## config.mk

```make
export PLATFORM = sky130hd
export DESIGN_NAME = layer_sequencer
export DESIGN_NICKNAME = d
export VERILOG_FILES = /design/src/rtl/layer_sequencer.sv
export SDC_FILE = /design/constraint.sdc
export NUM_CORES = 1
export LEC_CHECK = 0
export BUFFER_PORTS_ARGS = -buffer_cell sky130_fd_sc_hd__buf_2
export CAP_MARGIN = 25
export CORE_ASPECT_RATIO = 0.8
export CORE_UTILIZATION = 59
export CTS_CLUSTER_SIZE = 12
export DETAILED_ROUTE_END_ITERATION = 16
export PLACE_DENSITY = 0.84
export RECOVER_POWER = 50
export SYNTH_ARGS = -nofsm -noshare
export SYNTH_HDL_FRONTEND = slang
export SYNTH_SLANG_ARGS = --single-unit
```

## constraint.sdc

```tcl
create_clock -name clk -period 6.1 [get_ports clk]
set_clock_uncertainty 0.15 [all_clocks]
set_input_delay 0.61 -clock clk [delete_from_list [all_inputs] [get_ports clk]]
set_output_delay 0.61 -clock clk [all_outputs]
set_load 0.01 [all_outputs]
```

## src/rtl/layer_sequencer.sv

```systemverilog
// layer_sequencer: runs the enabled CNN stages in index order, with a per-stage watchdog and a latency counter
module layer_sequencer #(
    parameter int NUM_STAGES = 4,
    parameter int TIMEOUT    = 1024,
    parameter int CNT_W      = 32
) (
    input  logic                          clk,
    input  logic                          reset,
    input  logic                          start,
    input  logic                          abort,
    input  logic [NUM_STAGES-1:0]         stage_mask,
    input  logic [NUM_STAGES-1:0]         stage_done,
    output logic [NUM_STAGES-1:0]         stage_start,
    output logic                          busy,
    output logic                          done,
    output logic                          error,
    output logic [$clog2(NUM_STAGES)-1:0] cur_stage,
    output logic [$clog2(NUM_STAGES)-1:0] err_stage,
    output logic [CNT_W-1:0]              cycle_count
);
    localparam int SW = $clog2(NUM_STAGES);
    localparam int TW = $clog2(TIMEOUT + 1);

    typedef enum logic [2:0] {S_IDLE, S_LAUNCH, S_WAIT, S_FINISH, S_ERROR} state_t;

    state_t                r_state, w_next;
    logic [NUM_STAGES-1:0] r_mask, r_stage_start;
    logic [TW-1:0]         r_timer, w_wcount;
    logic [SW-1:0]         r_cur, r_err, w_first, w_following, w_cur_next;
    logic [CNT_W-1:0]      r_cnt;
    logic                  r_busy, r_done, r_error;
    logic                  w_has_next, w_cur_done, w_timeout, w_accept;

    assign w_wcount    = r_timer + TW'(1);
    assign w_cur_done  = stage_done[r_cur];
    assign w_timeout   = w_wcount == TW'(TIMEOUT);
    assign w_accept    = r_state == S_IDLE && start && !abort;
    assign w_cur_next  = (r_state == S_IDLE) ? w_first : w_following;
    assign stage_start = r_stage_start;
    assign busy        = r_busy;
    assign done        = r_done;
    assign error       = r_error;
    assign cur_stage   = r_cur;
    assign err_stage   = r_err;
    assign cycle_count = r_cnt;

    // lowest enabled stage of the incoming mask, and next enabled stage above the current one
    always_comb begin
        w_first     = '0;
        w_following = '0;
        w_has_next  = 1'b0;
        for (int i = NUM_STAGES - 1; i >= 0; i--) begin
            if (stage_mask[i])
                w_first = SW'(i);
            if (r_mask[i] && SW'(i) > r_cur) begin
                w_following = SW'(i);
                w_has_next  = 1'b1;
            end
        end
    end

    // next-state logic; abort overrides everything, done beats the watchdog
    always_comb begin
        w_next = r_state;
        if (abort)
            w_next = S_IDLE;
        else
            case (r_state)
                S_IDLE:   w_next = start ? ((|stage_mask) ? S_LAUNCH : S_FINISH) : S_IDLE;
                S_LAUNCH: w_next = S_WAIT;
                S_WAIT:   w_next = w_cur_done ? (w_has_next ? S_LAUNCH : S_FINISH)
                                              : (w_timeout ? S_ERROR : S_WAIT);
                S_FINISH: w_next = S_IDLE;
                S_ERROR:  w_next = S_ERROR;
                default:  w_next = S_IDLE;
            endcase
    end

    // state register
    always_ff @(posedge clk) begin
        if (reset)
            r_state <= S_IDLE;
        else
            r_state <= w_next;
    end

    // registered outputs derived from the upcoming state, plus mask, timer and latency bookkeeping
    always_ff @(posedge clk) begin
        if (reset) begin
            r_stage_start <= '0;
            r_busy        <= 1'b0;
            r_done        <= 1'b0;
            r_error       <= 1'b0;
            r_cur         <= '0;
            r_err         <= '0;
            r_cnt         <= '0;
            r_timer       <= '0;
            r_mask        <= '0;
        end else begin
            r_stage_start <= (w_next == S_LAUNCH) ? (NUM_STAGES'(1) << w_cur_next) : '0;
            r_busy        <= w_next == S_LAUNCH || w_next == S_WAIT;
            r_done        <= w_next == S_FINISH;
            r_error       <= w_next == S_ERROR;
            r_cur         <= (w_next == S_LAUNCH) ? w_cur_next : r_cur;
            r_err         <= (r_state == S_WAIT && w_next == S_ERROR) ? r_cur : r_err;
            r_timer       <= (r_state == S_WAIT) ? w_wcount : '0;
            r_mask        <= w_accept ? stage_mask : r_mask;
            if (!abort)
                r_cnt <= (r_state == S_IDLE && start) ? '0
                       : ((r_state == S_LAUNCH || r_state == S_WAIT || r_state == S_FINISH) && !(&r_cnt))
                         ? r_cnt + CNT_W'(1) : r_cnt;
        end
    end
endmodule

```

==> impl_metrics.ini, run 1 <==
[clock_tree]
cts_resized = 0
htree_levels = 3
clkSlewWorstSetupHoldPaths_ns = 0.06
clk_path_buf_depth = 2
numClockSinks = 60
cts_hold_buf = 0
cts-root-buf = clkbuf_8
cts_tree = done
cts_setup_buffers = 0
cts_made_buffers = 9
insertion_delay_ns = 0.34

[die]
io_pins = 55
die-area_mm2 = 0.00531
fp.dieW_um = 81.2
core-area_mm2 = 0.00471
rows = 22
die_y_um = 65.4
initial_utilization_pct = 62.9

[hold_path]
hold_class = register to register
min_to = r_mask[1]
whs_path_depth = 2
min_from = r_mask[1]

[synthesis]
synth_area_leaders = dfxtp_1, nor2_1, xor2_1, nand2_1, xnor2_1
synth-edff-count = 0
synth-seq-cells = 60
netlist_area_mm2 = 0.00296
ys_seq_area_share_pct = 40.6
syn_nets = 370
yosys.area.top_type_share_pct = 40.6
ys.flop_type = dfxtp_1
yosys_warnings = 0
synth_common_cells = dfxtp_1, nor2_1, nand2_1, xor2_1, nand3_1
ys_types = 47
ys_async_sr_fraction_pct = 0
yosysMostFrequentCell = dfxtp_1
yosys.area.top_type = dfxtp_1
netlist_instances = 356
postSynthAreaPerCell_um2 = 8.32

[critical_path]
rr_startpoint = cur_stage[0]
critPathMaxStageDelay_ns = 0.75
crit_path_end_kind = register
worstReg2RegEnd = stage_start[0]
cp_cell_sequence = mux4_2 -> a2111oi_0 -> a211oi_1 -> nand2b_1 -> nor4_1
startpoint_type = register
reg2reg_setup_slack_ns = 3.12
r2r_cells = 5
critPathMaxFanout = 7
cp_slowest_cell = a2111oi_0
cp.arrival_ns = 3.06
startpoint = cur_stage[0]
path_class = register to register
cp.required_ns = 6.18

[placed_design]
post-dp-hpwl_um = 4580
portBuffers = 54
postPlaceCellArea_mm2 = 0.00327
place.gp.congestion = 0.853

[grt]
antenna_found_initial = 0
grtUsageTotal_pct = 26.8
grt_pass1_vias = 2329
grt_pass1_wl_um = 10800
grt_max_degree = 29
gr-total-overflow = 0

[timing]
tightest_slew_ns = 0.972
finalSetupViolations = 0
grt_setup_unrepaired = no
max_freq_ghz = 0.336
hold_viol_final = 0
tns_ns = 0
min_period_ns = 2.98
slew_headroom_pct = 34.6
finalMaxSlewViolations = 0
post-route-period-util_pct = 48.8

[power]
p_switching_mw = 0.184
clockPowerShare_pct = 47.2
swShare_pct = 22.1
p_leak_nw = 1.22
intPower_mw = 0.649
seq_power_share_pct = 47.9
pwr-share-comb_pct = 4.9
peakVddDrop_uv = 183
p_per_area_mw_per_mm2 = 243

[detailed_routing]
viasPerCell = 5.88
vias = 2797
routedWlPerCell_um = 13.8
drc = 0
drt_iter0_drc = 161
dr.pass1.iters = 5
drt-total-wl_um = 6570
ant_nets = 0

[cells_and_area]
drive_gt1_share_pct = 9.38
syn2layout_area_growth_pct = 16.0
fin_area_mm2 = 0.00343
fin_nets = 425
diodes = 0

[job]
maxCapViolCount = 0

[run_status]
outcome = finished clean
[critical path, delay by kind of cell, from the launching register on]
kind             cells  cell delay [ns]
AO/OA/AOI/OAI        2             1.04
flip-flops           1             0.49
multiplexers         1             0.57
AND/OR/NAND/NOR      2             0.61
[cell usage in the layout (no fill, tap or decap), types with 9 or more instances in the layout]
| master | n |
|---|---|
| a21oi_1 | 12 |
| and3_1 | 9 |
| buf_2 | 14 |
| clkbuf_1 | 41 |
| clkbuf_8 | 10 |
| dfxtp_1 | 60 |
| inv_1 | 9 |
| nand2_1 | 33 |
| nand3_1 | 16 |
| nand4_1 | 9 |
| nor2_1 | 51 |
| o21ai_0 | 14 |
| xnor2_1 | 14 |
| xor2_1 | 19 |
[metrics by stage]
step           total power, mW  worst slack [ns]  hold WS [ns]  std cells  utilization (%)
6_report                 0.833              3.12         0.307        476             73.0
5_1_grt                  0.860              2.82         0.344        476             73.0
3_5_place_dp             0.448              3.07         0.300        460             69.4
2_1_floorplan            0.435              3.46         0.282        356                -
3_3_place_gp             0.448              3.23         0.295        460             69.4
4_1_cts                  0.838              3.14         0.309        476             74.0
[final cells by class]
type | instances | area (um^2)
timing repair buffer | 56 | 235
fill | 400 | 1270
clock inverter | 5 | 75.1
inverter | 9 | 33.8
sequential | 60 | 1200
clock buffer | 11 | 141
multi-input combinational | 275 | 1670
tap | 60 | 75.1
[sequential cells by signal, indices dropped and copies added (netlist names)]
register,flops
r_mask,3
err_stage,2
r_state,3
error,1
cur_stage,2
cycle_count,32
busy,1
r_timer,11
done,1
stage_start,4
[power groups by stage]
stage | Sequential (mW) | Clock, mW | Combinational [mW]
6_report | 0.399 | 0.393 | 0.0411
5_1_grt | 0.399 | 0.415 | 0.0457
4_1_cts | 0.399 | 0.399 | 0.0411
3_5_place_dp | 0.407 | 0 | 0.0410
3_3_place_gp | 0.407 | 0 | 0.0403
2_1_floorplan | 0.407 | 0 | 0.0273
[cell families (layout without fill, tap and decap cells)]
logic type / after synthesis / after routing / share of synthesized area (%)
compound gates: 56 / 56 / 12.4
flops: 60 / 60 / 40.6
xor+xnor: 33 / 33 / 9.76
simple gates: 177 / 177 / 30.7
buf+inv: 21 / 81 / 2.92
fa+ha+maj: 2 / 2 / 0.845
mux: 7 / 7 / 2.79
[worst max path at each step]
stage | end | slack (ns) | cells past startpoint
3_5_place_dp | stage_start[0] | 3.07 | 6
5_1_grt | stage_start[0] | 2.82 | 5
2_1_floorplan | cycle_count[31] | 3.46 | 7
3_3_place_gp | busy | 3.23 | 6
6_report | stage_start[0] | 3.12 | 5
4_1_cts | stage_start[0] | 3.14 | 5
[routing by layer]
layer / part of all wire (%) / global-route usage (%)
met4: 1.4 / 11.6
met3: 5.6 / 6.81
met2: 43 / 38.7
met5: 0 / 0
met1: 50 / 37.5
(Power assumes the default switching activity.)
==> inputs of run 2 (changes only) <==
--- a/config.mk
+++ b/config.mk
@@ -5,13 +5,14 @@
 export SDC_FILE = /design/constraint.sdc
 export NUM_CORES = 1
 export LEC_CHECK = 0
+export ABC_AREA = 1
 export BUFFER_PORTS_ARGS = -buffer_cell sky130_fd_sc_hd__buf_2
 export CAP_MARGIN = 25
 export CORE_ASPECT_RATIO = 0.8
-export CORE_UTILIZATION = 59
+export CORE_UTILIZATION = 57
 export CTS_CLUSTER_SIZE = 12
 export DETAILED_ROUTE_END_ITERATION = 16
-export PLACE_DENSITY = 0.84
+export PLACE_DENSITY = 0.8
 export RECOVER_POWER = 50
 export SYNTH_ARGS = -nofsm -noshare
 export SYNTH_HDL_FRONTEND = slang
==> constraint.sdc (replaced) <==
create_clock -name clk -period 2.8 [get_ports clk]
set_clock_uncertainty 0.15 [all_clocks]
set_input_delay 0.28 -clock clk [delete_from_list [all_inputs] [get_ports clk]]
set_output_delay 0.28 -clock clk [all_outputs]
set_load 0.01 [all_outputs]
==> run 2 against run 1 <==
Net effect: largest power group unchanged; sequential share of layout area is 4.4 points lower; routed wire length is 39% higher; non-clock buffer count is 3 higher; critical path type unchanged.
==> impl_metrics.ini, run 2 <==
[critical_path]
cp.buffers_inverters = 1
startpoint_type = register
cp.required_ns = 2.89
path_class = register to register
critPathMaxStageDelay_ns = 0.41
crit_path_end_kind = register
crit_top_cell = nand2_2
cp_top_family = simple AND/OR/NAND/NOR gates
critPathMaxFanout = 36
cp_cell_sequence = ha_1 -> nand3_2 -> inv_2 -> nand2_2 -> nor3_2 -> nand3b_1 -> o21ai_2 -> nand2_2 -> a21oi_1 -> nor2_1
cp_slowest_cell = dfxtp_1
cp.arrival_ns = 2.60

[clock_tree]
cts_tree = done
cts_setup_buffers = 0
cts_resized = 0
cts-root-buf = clkbuf_8
clk_path_buf_depth = 2
cts_hold_buf = 0
htree_levels = 3
cts_made_buffers = 9
insertion_delay_ns = 0.35
numClockSinks = 60
clkSlewWorstSetupHoldPaths_ns = 0.07

[detailed_routing]
drc = 0
routedWlPerCell_um = 13.2
dr.pass1.iters = 5
viasPerCell = 5.31
drt-total-wl_um = 9110
drt_iter0_drc = 312
ant_nets = 0
vias = 3671

[cells_and_area]
n_fill_cell = 582
mostFrequentLayoutCell = nand2_1
largest_register_ffs = 32
utilization_pct = 66.5
syn2layout_area_growth_pct = 12.6
mostFrequentLayoutCells = nand2_1, nor2_1, nand3_1
drive_gt1_share_pct = 6.56
diodes = 0
fin_nets = 619

[die]
initial_utilization_pct = 59.1
die_y_um = 72.0
die-area_mm2 = 0.00645
rows = 25
core-area_mm2 = 0.00591
fp.dieW_um = 89.5
io_pins = 55

[placed_design]
post-dp-hpwl_um = 6520
place.gp.congestion = 0.915
portBuffers = 54

[synthesis]
synth_common_cells = nand2_1, nor2_1, nand3_1, dfxtp_1, inv_1
yosys.area.top_type_share_pct = 34.4
synth-edff-count = 0
ys_async_sr_fraction_pct = 0
ys_types = 28
netlist_area_mm2 = 0.00349
yosysMostFrequentCell = nand2_1
yosys.area.top_type = dfxtp_1
ys_seq_area_share_pct = 34.4
synth_area_leaders = dfxtp_1, nand2_1, nor2_1, nand3_1, a21oi_1
synth-seq-cells = 60
ys.flop_type = dfxtp_1
netlist_instances = 551
yosys_warnings = 0
syn_nets = 565
postSynthAreaPerCell_um2 = 6.34

[grt]
grtUsageTotal_pct = 30.3
grtUsageMet1_pct = 45.4
grt_pass1_vias = 3102
grt.met2_usage_pct = 43.3
busiest_layer = met1
grt_pass1_wl_um = 14800
gr-total-overflow = 0
grt_max_degree = 39
met3_usage_pct = 7.28
antenna_found_initial = 0

[job]
maxCapViolCount = 0

[power]
peakVddDrop_uv = 272
p_per_area_mw_per_mm2 = 457
p_leak_nw = 1.48

[timing]
min_period_ns = 2.51
finalSetupViolations = 0
grt_setup_unrepaired = no
slew_headroom_pct = 56.7
finalMaxSlewViolations = 0
max_freq_ghz = 0.398
post-route-period-util_pct = 89.6
tightest_slew_ns = 0.647
tns_ns = 0
hold_viol_final = 0

[run_status]
outcome = finished clean

[hold_path]
hold_class = input port to register
[run 2: metrics by stage]
step | total power, mW | hold slack [ns] | std cells | setup slack (ns) | cell area, um^2
6_report | 1.80 | 0.105 | 691 | 0.290 | 3930
5_1_grt | 1.86 | 0.138 | 691 | 0.0743 | 3930
4_1_cts | 1.81 | 0.0908 | 691 | 0.331 | 3990
3_5_place_dp | 1.02 | 0.301 | 675 | 0.366 | 3790
3_3_place_gp | 1.01 | 0.292 | 675 | 0.509 | 3790
2_1_floorplan | 0.986 | 0.280 | 551 | 0.723 | 3490
[run 2: where the power goes]
group	internal [mW]	leakage [nW]	switching [mW]	total [mW]
Sequential	0.862	0.484	0.00697	0.869
Clock	0.433	0.0983	0.366	0.799
Combinational	0.0335	0.900	0.0978	0.131
[run 2: path summary, 6_finish.rpt]
path,start,to,slack (ns),depth (start not counted)
min reg2reg,r_timer[0],r_timer[0],0.31,1
max,cycle_count[1],cycle_count[2],0.29,10
max reg2reg,cycle_count[1],cycle_count[2],0.29,10
min,abort,r_state[2],0.11,4
[run 2: cell type report]
cell class / instances / area (um^2) / area share [%]
clock buffers: 10 / 138 / 3.50
clock inverters: 6 / 63.8 / 1.62
inverters: 54 / 203 / 5.15
multi-input cells: 421 / 1970 / 50.2
flip-flops and latches: 60 / 1200 / 30.5
well taps: 81 / 101 / 2.58
repair buffers: 59 / 254 / 6.46
[run 2: worst register-to-register path, cell delays in order, from the launching register on]
cell	delay, ns
dfxtp_1	0.41
ha_1	0.28
nand3_2	0.16
inv_2	0.09
nand2_2	0.08
nor3_2	0.18
nand3b_1	0.12
o21ai_2	0.16
nand2_2	0.40
a21oi_1	0.29
nor2_1	0.07
[run 2: kinds of logic after synthesis]
kind of cell             count (synthesis)  share of synthesized area (%)
AO/OA/AOI/OAI                           56                           8.46
XOR/XNOR                                28                           7.02
adder cells (fa/ha/maj)                  2                          0.716
buffers and inverters                   70                           9.03
flip-flops                              60                           34.4
AND/OR/NAND/NOR                        335                           40.4
[run 2: per-layer routing]
metal / routed length [um] / share of wire, % / up-vias
met2: 3920 / 43 / 114
met4: 88 / 0.97 / 0
met1: 4460 / 49 / 1676
met3: 646 / 7.1 / 9
li1: - / - / 1872
met5: 0 / 0 / -
